[config.mk]
export PLATFORM = sky130hd
export DESIGN_NAME = field_builder
export DESIGN_NICKNAME = d
export VERILOG_FILES = /design/src/rtl/field_builder.sv
export SDC_FILE = /design/constraint.sdc
export NUM_CORES = 2
export LEC_CHECK = 0
export BUFFER_PORTS_ARGS = -buffer_cell sky130_fd_sc_hd__buf_2
export CORE_AREA = 2 2 506 508
export CTS_BUF_LIST = sky130_fd_sc_hd__clkbuf_8
export CTS_CLUSTER_DIAMETER = 50
export CTS_CLUSTER_SIZE = 20
export DETAILED_ROUTE_END_ITERATION = 10
export DIE_AREA = 0 0 508 510
export HOLD_SLACK_MARGIN = 0.08
export SKIP_LAST_GASP = 1
export SLEW_MARGIN = 20
export SYNTH_ARGS = -nofsm -noshare
export SYNTH_HDL_FRONTEND = slang
export SYNTH_SLANG_ARGS = --single-unit
[constraint.sdc]
create_clock -name clk -period 72.5 [get_ports clk]
set_input_delay 10.875 -clock clk [delete_from_list [all_inputs] [get_ports clk]]
set_output_delay 10.875 -clock clk [all_outputs]
set_load 0.02 [all_outputs]
[src/rtl/field_builder.sv]
// Multi-cycle snake field rasteriser: clear, draw segments, count empties, optionally place an apple.
// Optional perimeter walls are enabled by defining FIELD_WALLS_EN.
module field_builder #(
  parameter int SIZE_X  = 10,
  parameter int SIZE_Y  = 10,
  parameter int COORD_W = 8,
  parameter int MAX_LEN = 64,
  parameter int LEN_W   = 16
) (
  input  logic                         clk,
  input  logic                         rst,
  input  logic                         start,
  input  logic                         place_apple,
  input  logic [LEN_W-1:0]             length,
  input  logic [2*COORD_W*MAX_LEN-1:0] snake_xy,
  input  logic [LEN_W-1:0]             rand_idx,
  output logic                         busy,
  output logic                         done,
  output logic [2*SIZE_X*SIZE_Y-1:0]   field,
  output logic [LEN_W-1:0]             empty_cells,
  output logic                         apple_ok,
  output logic [COORD_W-1:0]           apple_x,
  output logic [COORD_W-1:0]           apple_y,
  output logic                         collide,
  output logic                         oob
);

  localparam int CELLS = SIZE_X * SIZE_Y;
  localparam int CW    = (CELLS > 1) ? $clog2(CELLS) : 1;
  localparam int SW    = $clog2(MAX_LEN + 1);
`ifdef FIELD_WALLS_EN
  localparam bit WALLS_ON = 1'b1;
  localparam int WALLS    = (SIZE_X < 2 || SIZE_Y < 2) ? CELLS : 2*SIZE_X + 2*SIZE_Y - 4;
`else
  localparam bit WALLS_ON = 1'b0;
  localparam int WALLS    = 0;
`endif
  localparam logic [LEN_W-1:0] EMPTY0 = LEN_W'(CELLS - WALLS);

  typedef enum logic [2:0] {IDLE, CLEAR, DRAW, COUNT, MOD, SCAN, DONE} state_t;

  state_t             state;
  logic [SW-1:0]      len_q, seg;
  logic               pa_q, head_v;
  logic [LEN_W-1:0]   target, scan_k;
  logic [CW-1:0]      head_idx, scan_c;
  logic [COORD_W-1:0] scan_x, scan_y;

  function automatic logic is_wall(input int c);
    return WALLS_ON && ((c % SIZE_X == 0) || (c % SIZE_X == SIZE_X - 1) ||
                        (c / SIZE_X == 0) || (c / SIZE_X == SIZE_Y - 1));
  endfunction

  // Snake cells always vanish; apples survive unless a new one is due; walls are re-asserted.
  function automatic logic [2*CELLS-1:0] cleared(input logic [2*CELLS-1:0] f, input logic pa);
    logic [2*CELLS-1:0] r;
    r = '0;
    for (int c = 0; c < CELLS; c++) begin
      if (is_wall(c) || f[2*c +: 2] == 2'b11) r[2*c +: 2] = 2'b11;
      else if (f[2*c +: 2] == 2'b10 && !pa)   r[2*c +: 2] = 2'b10;
    end
    return r;
  endfunction

  logic [LEN_W-1:0]   n_empty;
  logic [SW-1:0]      len_c;
  logic [COORD_W-1:0] seg_x, seg_y;
  logic               in_rng;
  logic [CW-1:0]      seg_idx;
  logic [1:0]         seg_cell, scan_cell;

  always_comb begin
    n_empty = '0;
    for (int c = 0; c < CELLS; c++)
      if (field[2*c +: 2] == 2'b00) n_empty = n_empty + LEN_W'(1);
  end

  assign len_c     = (length > LEN_W'(MAX_LEN)) ? SW'(MAX_LEN) : length[SW-1:0];
  assign seg_x     = snake_xy[2*COORD_W*seg +: COORD_W];
  assign seg_y     = snake_xy[2*COORD_W*seg + COORD_W +: COORD_W];
  assign in_rng    = (seg_x < COORD_W'(SIZE_X)) && (seg_y < COORD_W'(SIZE_Y));
  assign seg_idx   = CW'(seg_y) * CW'(SIZE_X) + CW'(seg_x);
  assign seg_cell  = field[2*seg_idx +: 2];
  assign scan_cell = field[2*scan_c +: 2];

  always_ff @(posedge clk) begin
    if (rst) begin
      state       <= IDLE;
      field       <= cleared('0, 1'b1);
      empty_cells <= EMPTY0;
      busy        <= 1'b0;
      done        <= 1'b0;
      apple_ok    <= 1'b0;
      apple_x     <= '0;
      apple_y     <= '0;
      collide     <= 1'b0;
      oob         <= 1'b0;
      len_q       <= '0;
      seg         <= '0;
      pa_q        <= 1'b0;
      head_v      <= 1'b0;
      target      <= '0;
      scan_k      <= '0;
      head_idx    <= '0;
      scan_c      <= '0;
      scan_x      <= '0;
      scan_y      <= '0;
    end else begin
      done <= 1'b0;
      case (state)
        IDLE: if (start) begin
          len_q    <= len_c;
          pa_q     <= place_apple;
          target   <= rand_idx;
          busy     <= 1'b1;
          collide  <= 1'b0;
          oob      <= 1'b0;
          apple_ok <= 1'b0;
          seg      <= '0;
          head_v   <= 1'b0;
          state    <= CLEAR;
        end
        CLEAR: begin
          field <= cleared(field, pa_q);
          state <= (len_q == '0) ? COUNT : DRAW;
        end
        DRAW: begin
          if (in_rng) begin
            field[2*seg_idx +: 2] <= 2'b01;
            if (seg == '0) begin
              head_idx <= seg_idx;
              head_v   <= 1'b1;
              if (seg_cell == 2'b11) collide <= 1'b1;
            end else if (head_v && seg_idx == head_idx && seg_cell == 2'b01) begin
              collide <= 1'b1;
            end
          end else begin
            oob <= 1'b1;
          end
          seg <= seg + SW'(1);
          if (seg == len_q - SW'(1)) state <= COUNT;
        end
        COUNT: begin
          empty_cells <= n_empty;
          scan_c      <= '0;
          scan_x      <= '0;
          scan_y      <= '0;
          scan_k      <= '0;
          state       <= (!pa_q || n_empty == '0) ? DONE : MOD;
        end
        // Serial modulo keeps the datapath to one subtractor.
        MOD: begin
          if (target >= empty_cells) target <= target - empty_cells;
          else                       state  <= SCAN;
        end
        SCAN: begin
          if (scan_cell == 2'b00) begin
            if (scan_k == target) begin
              field[2*scan_c +: 2] <= 2'b10;
              apple_x     <= scan_x;
              apple_y     <= scan_y;
              apple_ok    <= 1'b1;
              empty_cells <= empty_cells - LEN_W'(1);
              state       <= DONE;
            end else begin
              scan_k <= scan_k + LEN_W'(1);
            end
          end
          scan_c <= scan_c + CW'(1);
          if (scan_x == COORD_W'(SIZE_X - 1)) begin
            scan_x <= '0;
            scan_y <= scan_y + COORD_W'(1);
          end else begin
            scan_x <= scan_x + COORD_W'(1);
          end
          if (scan_c == CW'(CELLS - 1)) state <= DONE;
        end
        DONE: begin
          done  <= 1'b1;
          busy  <= 1'b0;
          state <= IDLE;
        end
        default: state <= IDLE;
      endcase
    end
  end

endmodule

==> summary.md <==
| Metric | Value |
|---|---|
| RSZ-0062 raised after global routing | `false` |
| Max incr delay on CP | `690 ps` |
| # Post-CTS Setup Buffers | `0` |
| Reg-to-Reg Start | `field[1]` |
| Final Skew | `120 ps` |
| Max-slew violations | `0` |
| R2R Setup Slk | `6570 ps` |
| Root Driver | `clkbuf_8` |
| Most common cell after layout, fill and taps aside | `buf_2` |
| Num ports | `1297` |
| Htree depth | `2` |
| Post-layout util | `0.266` |
| Crit path top cell by count | `ha_1` |
| Hold path depth | `2` |
| Max frequency | `0.0152 GHz` |
| # fillers | `28100` |
| Final #Nets | `9276` |
| Initial antenna violation count | `160` |
| Count of cell types in the netlist | `135` |
| Worst-Skew Late Latency | `780 ps` |
| Cells after Synth | `6987` |
| DRC | `0` |
| Critical Path AT | `66540 ps` |
| Core footprint | `0.253 mm²` |
| Post-Syn Area | `0.0551 mm²` |
| Sequential-to-total area share from yosys stat | `0.116` |
| Class of the worst hold path | `reg2reg` |
| Clock-pin slew on the worst setup and hold paths | `90 ps` |
| GPL Wtd Cong | `1.07` |
| Vias/cell | `5.32` |
| Post-DR wirelength/cell | `29.6 µm` |
| Routed WL | `348000 µm` |
| Post-route ant nets | `0` |
| Port bufs | `1296` |
| Worst setup path startpoint | `field[1]` |
| Design Area, Final | `0.0673 mm²` |
| HPWL Detailed | `293000 µm` |
| CTS Buf Count | `50` |
| Hold Slack | `451 ps` |
| CP required | `73110 ps` |
| Slew Limit Headroom | `0.119` |
| Vias in the first global route | `58100` |
| DR pass1 iterations | `8` |
| Placed instance area | `0.0653 mm²` |
| Syn-to-layout area delta | `22.2%` |
| Die Height | `510 µm` |
| GRT Overall Usage | `0.256` |
| Final Hold Violating Endpoints | `0` |
| Result of the run | `finished clean` |
| Crit. End Element | `flop` |
| Hold Buf Count CTS | `0` |
| Final setup vio count | `0` |
| Most frequent cells in the layout | `buf_2, nor2_1, nand2_1` |
| Longest Clk Path Bufs | `3` |
| Max-cap viol count | `0` |
| Std-Cell Rows | `185` |
| Final worst path period share | `0.909` |
| Top FF cell, synth | `dfxtp_1` |
| Worst R2R Path Depth | `321` |
| Yosys warns | `0` |
| Gr ovfl total | `0` |
| Largest delay contributor family on the critical path | `adder cells` |
| Termination of the worst setup path | `state[1]` |
| Yosys reg bits | `318` |
| Layout cell share with drive strength beyond 1 | `0.267` |
| Ys async rst share | `0` |
| Initial DRC Count | `6484` |
| First-pass GRT wire length | `468000 µm` |
| Setup Crit Path Kind | `reg2reg` |
| CP max-delay cell | `nor3_1` |
| Die area | `0.259 mm²` |
| Setup_tns | `0 ps` |
| Fin crit period | `65930 ps` |
| CP Buf/Inv Count | `22` |
| Stages on the worst setup path | `321` |
| Vias | `62500` |
| Post-CTS resize count | `0` |
| Clock sinks | `318` |
| Slew @ Worst Pin | `1310 ps` |
| Worst-path fanout max | `9` |
| Post-synth EDFFs | `0` |
| Startpoint type of the worst setup path | `flop` |
| Die Wd | `508 µm` |
| Synth Net Count | `8193` |
| CTS tree | `done` |
| Starting Density | `0.217` |
| Reg2Reg Capture Point | `state[1]` |
| Largest net degree at the start of global routing | `91` |
| Synthesized area per cell | `7.88 µm²` |
[layer usage]
layer / routed length [µm] / global-route usage / share of wire / vias to the layer above
met5: 460 / 0 / 0.0013 / -
met4: 23000 / 0.142 / 0.066 / 74
met3: 36400 / 0.0842 / 0.10 / 677
met2: 156000 / 0.409 / 0.45 / 3226
met1: 132000 / 0.301 / 0.38 / 30200
li1: - / - / - / 28400
[area by class of cell]
cell class,instances,area [µm²],share of cell area
clock inverters,41,552,0.00820
multi-input cells,6156,47000,0.698
well taps,3366,4210,0.0626
repair buffers,1385,7180,0.107
diodes,274,686,0.0102
inverters,159,598,0.00888
flip-flops and latches,318,6380,0.0948
clock buffers,53,729,0.0108
[logic make-up after synthesis]
logic type                 after synthesis  synth area share
AOI/OAI and AO/OA                     1733             0.204
buffers and inverters                  513            0.0356
xor gates and xnor gates               900             0.184
adders and majority gates              157            0.0356
muxes                                  539             0.182
and+or+nand+nor                       2827             0.244
DFF                                    318             0.116
[state kept, by name (all words and copies together) (netlist names)]
register	flops
len_q	7
scan_c	7
target	16
seg	7
done	1
head_idx	7
empty_cells	16
apple_x	8
busy	1
scan_k	16
apple_y	8
oob	1
apple_ok	1
field	200
head_v	1
state	3
scan_x	8
collide	1
pa_q	1
scan_y	8
[worst reg2reg max path: cells and delay by family, from the launching register on]
family / cells / cell delay [ps]
adders and majority gates: 94 / 27510
AOI/OAI and AO/OA: 81 / 15870
and+or+nand+nor: 105 / 15370
muxes: 15 / 3790
buffers and inverters: 22 / 1800
xor gates and xnor gates: 4 / 1020
DFF: 1 / 410
[stage by stage]
step                instances  setup WS [ps]
floorplan                6987          13430
global placement        11400           8520
detailed placement      11400           7480
CTS                     11500           7210
global route            11600           1000
finish                  11800           6570
[cell usage after synthesis, types with 90 or more instances]
master    number  area share
nor2_1       937       0.064
nand2_1      757       0.052
a21oi_1      492       0.045
xnor2_1      475       0.076
o21ai_0      394       0.036
mux4_2       366        0.15
dfxtp_1      318        0.12
clkbuf_1     282       0.019
xor2_1       249       0.040
nor3_1       207       0.019
nand3_1      175       0.016
inv_1        155       0.011
ha_1         143       0.032
mux2i_1      133       0.024
a211oi_1      90       0.012
[worst min path at each step]
| stage | from | endpoint |
|---|---|---|
| global route | scan_y[7] | apple_y[7] |
| detailed placement | apple_x[3] | apple_x[3] |
| global placement | apple_y[2] | apple_y[2] |
| floorplan | head_v | head_v |
| finish | scan_y[7] | apple_y[7] |
| CTS | scan_y[7] | apple_y[7] |
Power is not shown: default switching activity piles up to over one toggle a cycle in this logic, so the estimate is an artifact.
